### config.mk
export PLATFORM = sky130hd
export DESIGN_NAME = swbh_rmw_flat
export DESIGN_NICKNAME = d
export VERILOG_FILES = /design/src/rtl/swbh_rmw_pkg.sv /design/src/rtl/swbh_rmw_if.sv /design/src/rtl/swbh_merge.sv /design/src/rtl/swbh_rmw.sv /design/src/flat_wrapper.sv
export SDC_FILE = /design/constraint.sdc
export NUM_CORES = 1
export LEC_CHECK = 0
export CAP_MARGIN = 10
export CORE_ASPECT_RATIO = 0.6
export CORE_MARGIN = 2
export CORE_UTILIZATION = 50
export DETAILED_ROUTE_END_ITERATION = 16
export PLACE_DENSITY = 0.83
export SYNTH_ARGS = -nofsm -noshare
export SYNTH_HDL_FRONTEND = slang
export SYNTH_SLANG_ARGS = --single-unit
### constraint.sdc
create_clock -name clk -period 4.4 [get_ports clk]
set_clock_uncertainty 0.1 [all_clocks]
set_input_delay 0.88 -clock clk [delete_from_list [all_inputs] [get_ports clk]]
set_output_delay 0.88 -clock clk [all_outputs]
set_load 0.01 [all_outputs]
### src/rtl/swbh_rmw_pkg.sv
// ============================================================================
// swbh_rmw_pkg : store size codes (shared with the load extractor) and the
//                read-modify-write FSM state encoding.
// Revision     : 1.0
// ============================================================================
`default_nettype none

package swbh_rmw_pkg;

  localparam logic [1:0] SZ_WORD    = 2'd0;
  localparam logic [1:0] SZ_BYTE    = 2'd1;
  localparam logic [1:0] SZ_HALF    = 2'd2;
  localparam logic [1:0] SZ_ILLEGAL = 2'd3;

  typedef enum logic [1:0] {
    ST_IDLE  = 2'd0,
    ST_READ  = 2'd1,
    ST_WRITE = 2'd2,
    ST_DONE  = 2'd3
  } state_t;

endpackage

`default_nettype wire

### src/rtl/swbh_rmw_if.sv
// ============================================================================
// swbh_rmw_if : word-organised data-memory port (strobe held until ready).
// Revision    : 1.0
// ============================================================================
`default_nettype none

interface swbh_rmw_if #(
  parameter int AW = 32
) ();
  logic [AW-1:0] mem_addr;
  logic          mem_rd;
  logic          mem_wr;
  logic [31:0]   mem_wdata;
  logic [31:0]   mem_rdata;
  logic          mem_ready;

  modport master (
    output mem_addr, mem_rd, mem_wr, mem_wdata,
    input  mem_rdata, mem_ready
  );

  modport slave (
    input  mem_addr, mem_rd, mem_wr, mem_wdata,
    output mem_rdata, mem_ready
  );
endinterface

`default_nettype wire

### src/rtl/swbh_merge.sv
// ============================================================================
// swbh_merge : combinational lane merge of store data into an existing word.
// Revision   : 1.0
// ============================================================================
`default_nettype none

module swbh_merge
  import swbh_rmw_pkg::*;
(
  input  logic [1:0]  cnt,
  input  logic [1:0]  lane,
  input  logic [31:0] wdata,
  input  logic [31:0] old,
  output logic [31:0] merged
);

  always_comb begin
    merged = old;
    case (cnt)
      SZ_WORD: merged = wdata;
      SZ_BYTE: merged[{lane, 3'b000} +: 8] = wdata[7:0];
      SZ_HALF: begin
        if (lane[1]) merged[31:16] = wdata[15:0];
        else         merged[15:0]  = wdata[15:0];
      end
      default: merged = old;
    endcase
  end

endmodule

`default_nettype wire

### src/rtl/swbh_rmw.sv
// ============================================================================
// swbh_rmw : sw/sb/sh store unit; byte and halfword go through read-modify-
//            write. Option macro SWBH_MISALIGN_TRAP_EN rejects misaligned sw/sh.
// Revision : 1.0
// ============================================================================
`default_nettype none

module swbh_rmw
  import swbh_rmw_pkg::*;
#(
  parameter int AW = 32,
  parameter int DW = 32
) (
  input  logic             clk,
  input  logic             rst_n,
  input  logic             start,
  input  logic [1:0]       cnt,
  input  logic [AW-1:0]    addr,
  input  logic [DW-1:0]    wdata,
  output logic             busy,
  output logic             done,
  output logic             err,
  swbh_rmw_if.master       mem
);

  state_t          r_state;
  state_t          w_next;
  logic [1:0]      r_cnt;
  logic [AW-1:0]   r_addr;
  logic [DW-1:0]   r_wdata;
  logic [31:0]     r_word;
  logic            r_err;
  logic            w_accept;
  logic            w_reject;
  logic [31:0]     w_merged;

  assign w_accept = (r_state == ST_IDLE) && start;

`ifdef SWBH_MISALIGN_TRAP_EN
  assign w_reject = (cnt == SZ_ILLEGAL)
                 || ((cnt == SZ_HALF) && addr[0])
                 || ((cnt == SZ_WORD) && (addr[1:0] != 2'b00));
`else
  assign w_reject = (cnt == SZ_ILLEGAL);
`endif

  swbh_merge u_merge (
    .cnt    (r_cnt),
    .lane   (r_addr[1:0]),
    .wdata  (r_wdata),
    .old    (mem.mem_rdata),
    .merged (w_merged)
  );

  // r_word is preloaded with the store data so a plain sw needs no merge step.
  always_ff @(posedge clk or negedge rst_n) begin
    if (!rst_n) begin
      r_state <= ST_IDLE;
      r_cnt   <= 2'd0;
      r_addr  <= '0;
      r_wdata <= '0;
      r_word  <= 32'd0;
      r_err   <= 1'b0;
    end else begin
      r_state <= w_next;
      if (w_accept) begin
        r_cnt   <= cnt;
        r_addr  <= addr;
        r_wdata <= wdata;
        r_word  <= wdata;
        r_err   <= w_reject;
      end
      if ((r_state == ST_READ) && mem.mem_ready) begin
        r_word <= w_merged;
      end
    end
  end

  always_comb begin
    w_next     = r_state;
    mem.mem_rd = 1'b0;
    mem.mem_wr = 1'b0;
    busy       = 1'b0;
    done       = 1'b0;
    err        = 1'b0;
    case (r_state)
      ST_IDLE: begin
        if (start) begin
          if (w_reject)             w_next = ST_DONE;
          else if (cnt == SZ_WORD)  w_next = ST_WRITE;
          else                      w_next = ST_READ;
        end
      end
      ST_READ: begin
        mem.mem_rd = 1'b1;
        busy       = 1'b1;
        if (mem.mem_ready) w_next = ST_WRITE;
      end
      ST_WRITE: begin
        mem.mem_wr = 1'b1;
        busy       = 1'b1;
        if (mem.mem_ready) w_next = ST_DONE;
      end
      ST_DONE: begin
        done   = 1'b1;
        err    = r_err;
        w_next = ST_IDLE;
      end
      default: w_next = ST_IDLE;
    endcase
  end

  assign mem.mem_addr  = {r_addr[AW-1:2], 2'b00};
  assign mem.mem_wdata = r_word;

endmodule

`default_nettype wire

### src/flat_wrapper.sv
// flat-port wrapper written by rule: the top's interface ports become plain ports
module swbh_rmw_flat import swbh_rmw_pkg::*;
#(
  parameter int AW = 32,
  parameter int DW = 32
)
  (clk, rst_n, start, cnt, addr, wdata, busy, done, err, mem_mem_addr, mem_mem_rd, mem_mem_wr, mem_mem_wdata, mem_mem_rdata, mem_mem_ready);
  swbh_rmw_if #(.AW(AW)) mem_i ();
  input  logic clk;
  input  logic rst_n;
  input  logic start;
  input  logic [1:0] cnt;
  input  logic [AW-1:0] addr;
  input  logic [DW-1:0] wdata;
  output logic busy;
  output logic done;
  output logic err;
  output wire logic [$bits(mem_i.mem_addr)-1:0] mem_mem_addr;
  output wire logic [$bits(mem_i.mem_rd)-1:0] mem_mem_rd;
  output wire logic [$bits(mem_i.mem_wr)-1:0] mem_mem_wr;
  output wire logic [$bits(mem_i.mem_wdata)-1:0] mem_mem_wdata;
  input wire logic [$bits(mem_i.mem_rdata)-1:0] mem_mem_rdata;
  input wire logic [$bits(mem_i.mem_ready)-1:0] mem_mem_ready;
  assign mem_mem_addr = mem_i.mem_addr;
  assign mem_mem_rd = mem_i.mem_rd;
  assign mem_mem_wr = mem_i.mem_wr;
  assign mem_mem_wdata = mem_i.mem_wdata;
  assign mem_i.mem_rdata = mem_mem_rdata;
  assign mem_i.mem_ready = mem_mem_ready;
  swbh_rmw #(.AW(AW), .DW(DW)) u_core (.clk(clk), .rst_n(rst_n), .start(start), .cnt(cnt), .addr(addr), .wdata(wdata), .busy(busy), .done(done), .err(err), .mem(mem_i));
endmodule
==> qor.csv <==
stage,metric,value,unit
synthesis,synth_edf_count,0,
synthesis,netlist_area,0.005326,mm²
power_and_ir_drop,power.share.sequential,36.1,%
synthesis,synthTopCellsByArea,"dfrtp_1 47%, nand2_1 11%, buf_4 5.1%, a21oi_1 3.3%, a32oi_1 3.0%",
routing,num_vias,4951,
cells_and_area,area_delta_synth_final,34.39,%
flow_run,cap_violations,0,
synthesis,yosysWarningCount,0,
floorplanning,die_y,83.95,µm
cells_and_area,drive_above_1_share,6.967,%
cells_and_area,final_cells,828,
setup_path,crit_required,4590,ps
routing,first_pass_iters,5,
power_and_ir_drop,netSwitchingFraction,39.17,%
cells_and_area,multi_input_area,0.002347,mm²
clocking,post-cts-setup-buffer-count,0,
floorplanning,io_pins,171,
clocking,cts_tree,built,
sta,period_minus_slack,2755,ps
synthesis,synth-seq-area-share,47.45,%
outcome,status,"finished, final reports clean",
clocking,numCtsBuffers,9,
cells_and_area,diodes,0,
synthesis,synthFlopType,dfrtp_1,
synthesis,syn_inst,570,
setup_path,crit_type,in2reg,
clocking,clock_path_buffers,2,
place,dp_cells,811,
setup_path,crit_path_max_fanout,32,
cells_and_area,seq_area,0.002527,mm²
floorplanning,start_util,50.79,%
place,dpl.hpwl,11180,µm
place,portBuffers,168,
place,globalplace.congestion,0.8856,
routing,drt-initial-drc-count,602,
global_route,grt_max_degree,75,
sta,rsz0062_at_grt,false,
place,place_ws,1315,ps
clocking,cts_hold_buf,0,
sta,period_share,62.61,%
sta,relSlewSlack,26.37,%
synthesis,synth.distinct_cells,38,
global_route,first_global_vias,4847,
routing,vias_per_cell,5.979,
sta,max_clock_freq,363.0,MHz
routing,drt-total-wl,15860,µm
floorplanning,die_w,137.2,µm
power_and_ir_drop,comb_power_share,46.4,%
worst_hold_path,hp-class,reg2reg,
global_route,grt_overflow_total,0,
floorplanning,dieArea,0.01152,mm²
floorplanning,core,0.01049,mm²
clocking,cts-root-buf,clkbuf_16,
sta,setup_tns,0,ps
synthesis,synth_seq_cells,101,
routing,wl_per_cell,19.16,µm
routing,ant_nets,0,
synthesis,synth_top_cell_by_area,dfrtp_1,
routing,drc,0,
sta,setup_violations,0,
setup_path,endpoint_kind,flop,
clocking,clk_latency,350,ps
synthesis,synth_top_area_share,47.45,%
power_and_ir_drop,p_leak,0.003256,µW
synthesis,synth_async_sr_flop_share,100.0,%
global_route,antenna_found_initial,0,
power_and_ir_drop,pwr-share-clk,17.4,%
clocking,htree_num_levels,3,
clocking,cts_sinks,101,
sta,fin_ws,1645,ps
setup_path,critPathLaunchType,input port,
floorplanning,num_rows,29,
sta,tightest_slew,1102,ps
power_and_ir_drop,powerDensity,701.8,mW/mm²
global_route,track_usage,28.05,%
power_and_ir_drop,power.internal,3056,µW
power_and_ir_drop,p_switching,1968,µW
sta,holdWs,376.7,ps
global_route,grt_first_pass_wirelength,25090,µm
setup_path,cp.arrival,2940,ps
clocking,cts-resized-gates,0,
clocking,cts.clk_slew.worst_paths,70,ps
sta,slew_viol_final,0,
cells_and_area,finalNetCount,797,
synthesis,syn_avg_cell_area,9.344,µm²
sta,finalHoldViolations,0,
power_and_ir_drop,ir_worst_vdd,417.5,µV
cells_and_area,fillers,784,
-- cell families after synthesis --
| logic type | synth area share, % |
|---|---|
| AOI/OAI and AO/OA | 19.31 |
| adders and majority gates | 2.584 |
| buffers and inverters | 8.715 |
| DFF | 47.45 |
| muxes | 2.467 |
| other | 0.07040 |
| and+or+nand+nor | 19.40 |
-- synthesized netlist by cell type, types with 2 or more instances --
master    count
nor4bb_1      2
a31oi_1      20
nand2b_1      3
a211oi_1     13
a21oi_1      35
and2_1        4
a32oi_1      18
and3_1       13
a221oi_1      9
buf_2        13
nor2_1        2
a21bo_2       8
mux2_2        9
nand2_1     149
nand3_1      16
buf_4        36
a22oi_1       2
a21o_1       13
o21ai_0      13
mux2i_1       3
clkbuf_1     22
nand4_1      14
o21a_4        2
inv_1         6
ha_1         11
dfrtp_1     101
and4b_1       8
a221o_1       8
nor2b_1       8
-- power groups by stage --
stage	registers [µW]	clock network, µW	logic (µW)
2_1_floorplan	1680	0	1500
3_3_place_gp	1780	0	2210
3_5_place_dp	1800	0	2300
4_1_cts	1800	889	2320
5_1_grt	1860	920	2540
6_report	1820	875	2330
-- cell type report --
class | count | area share (%)
Sequential cell | 101 | 35.31
Inverter | 7 | 0.3671
Clock inverter | 6 | 1.293
Timing Repair Buffer | 176 | 24.47
Multi-Input combinational cell | 389 | 32.79
Tap cell | 139 | 2.430
Clock buffer | 10 | 3.339
-- per-stage QoR --
stage / utilization [%] / total power (µW) / instance area, µm²
after floorplan: - / 3179 / 5330
after global placement: 65.03 / 3996 / 6819
after detailed placement: 65.03 / 4099 / 6819
after CTS: 68.19 / 5001 / 7151
after global routing: 68.26 / 5324 / 7158
final: 68.26 / 5024 / 7158
-- worst paths after layout --
path,from,end,slack [ps],depth (start not counted)
max,start,u_core.r_addr[8],1650,6
min,u_core.r_addr[8],u_core.r_addr[8],380,2
max reg2reg,u_core.r_addr[1],u_core.mem.mem_wdata[20],1830,6
min reg2reg,u_core.r_addr[8],u_core.r_addr[8],380,2
max in group asynchronous,rst_n,u_core.r_wdata[1],2680,2
min in group asynchronous,rst_n,u_core.mem.mem_wdata[24],560,1
-- per-layer routing --
metal,share of wire [%],global-route usage (%),vias to the layer above
met1,41,39.60,2385
met3,14,10.87,27
met5,0,0,-
met4,1.4,6.186,0
met2,44,40.98,319
li1,-,-,2220
-- registers in the layout (all words and copies together) (netlist names) --
register	flops
u_core.r_state	2
u_core.r_wdata	32
u_core.r_addr	32
u_core.r_cnt	2
u_core.mem.mem_wdata	32
u_core.r_err	1
-- critical path: stages --
cell and delay [ps]:
clkdlybuf4s50_1 460, buf_4 310, and2_1 700, buf_4 400, nand2_1 110, nand2_1 60
-- layout by cell type, fill, tap and decap left out, types with 4 or more instances in the layout --
cell / count
clkdlybuf4s50_1: 167
nand2_1: 148
dfrtp_1: 101
a21oi_1: 35
a31oi_1: 20
a32oi_1: 18
nand3_1: 16
nand4_1: 14
and3_1: 13
a21o_1: 13
o21ai_0: 13
a211oi_1: 13
ha_1: 11
a221oi_1: 9
mux2_2: 9
clkbuf_16: 9
nor2b_1: 8
and4b_1: 8
a21bo_2: 8
a221o_1: 8
buf_4: 8
inv_1: 6
and2_1: 4
(Power assumes the default switching activity.)
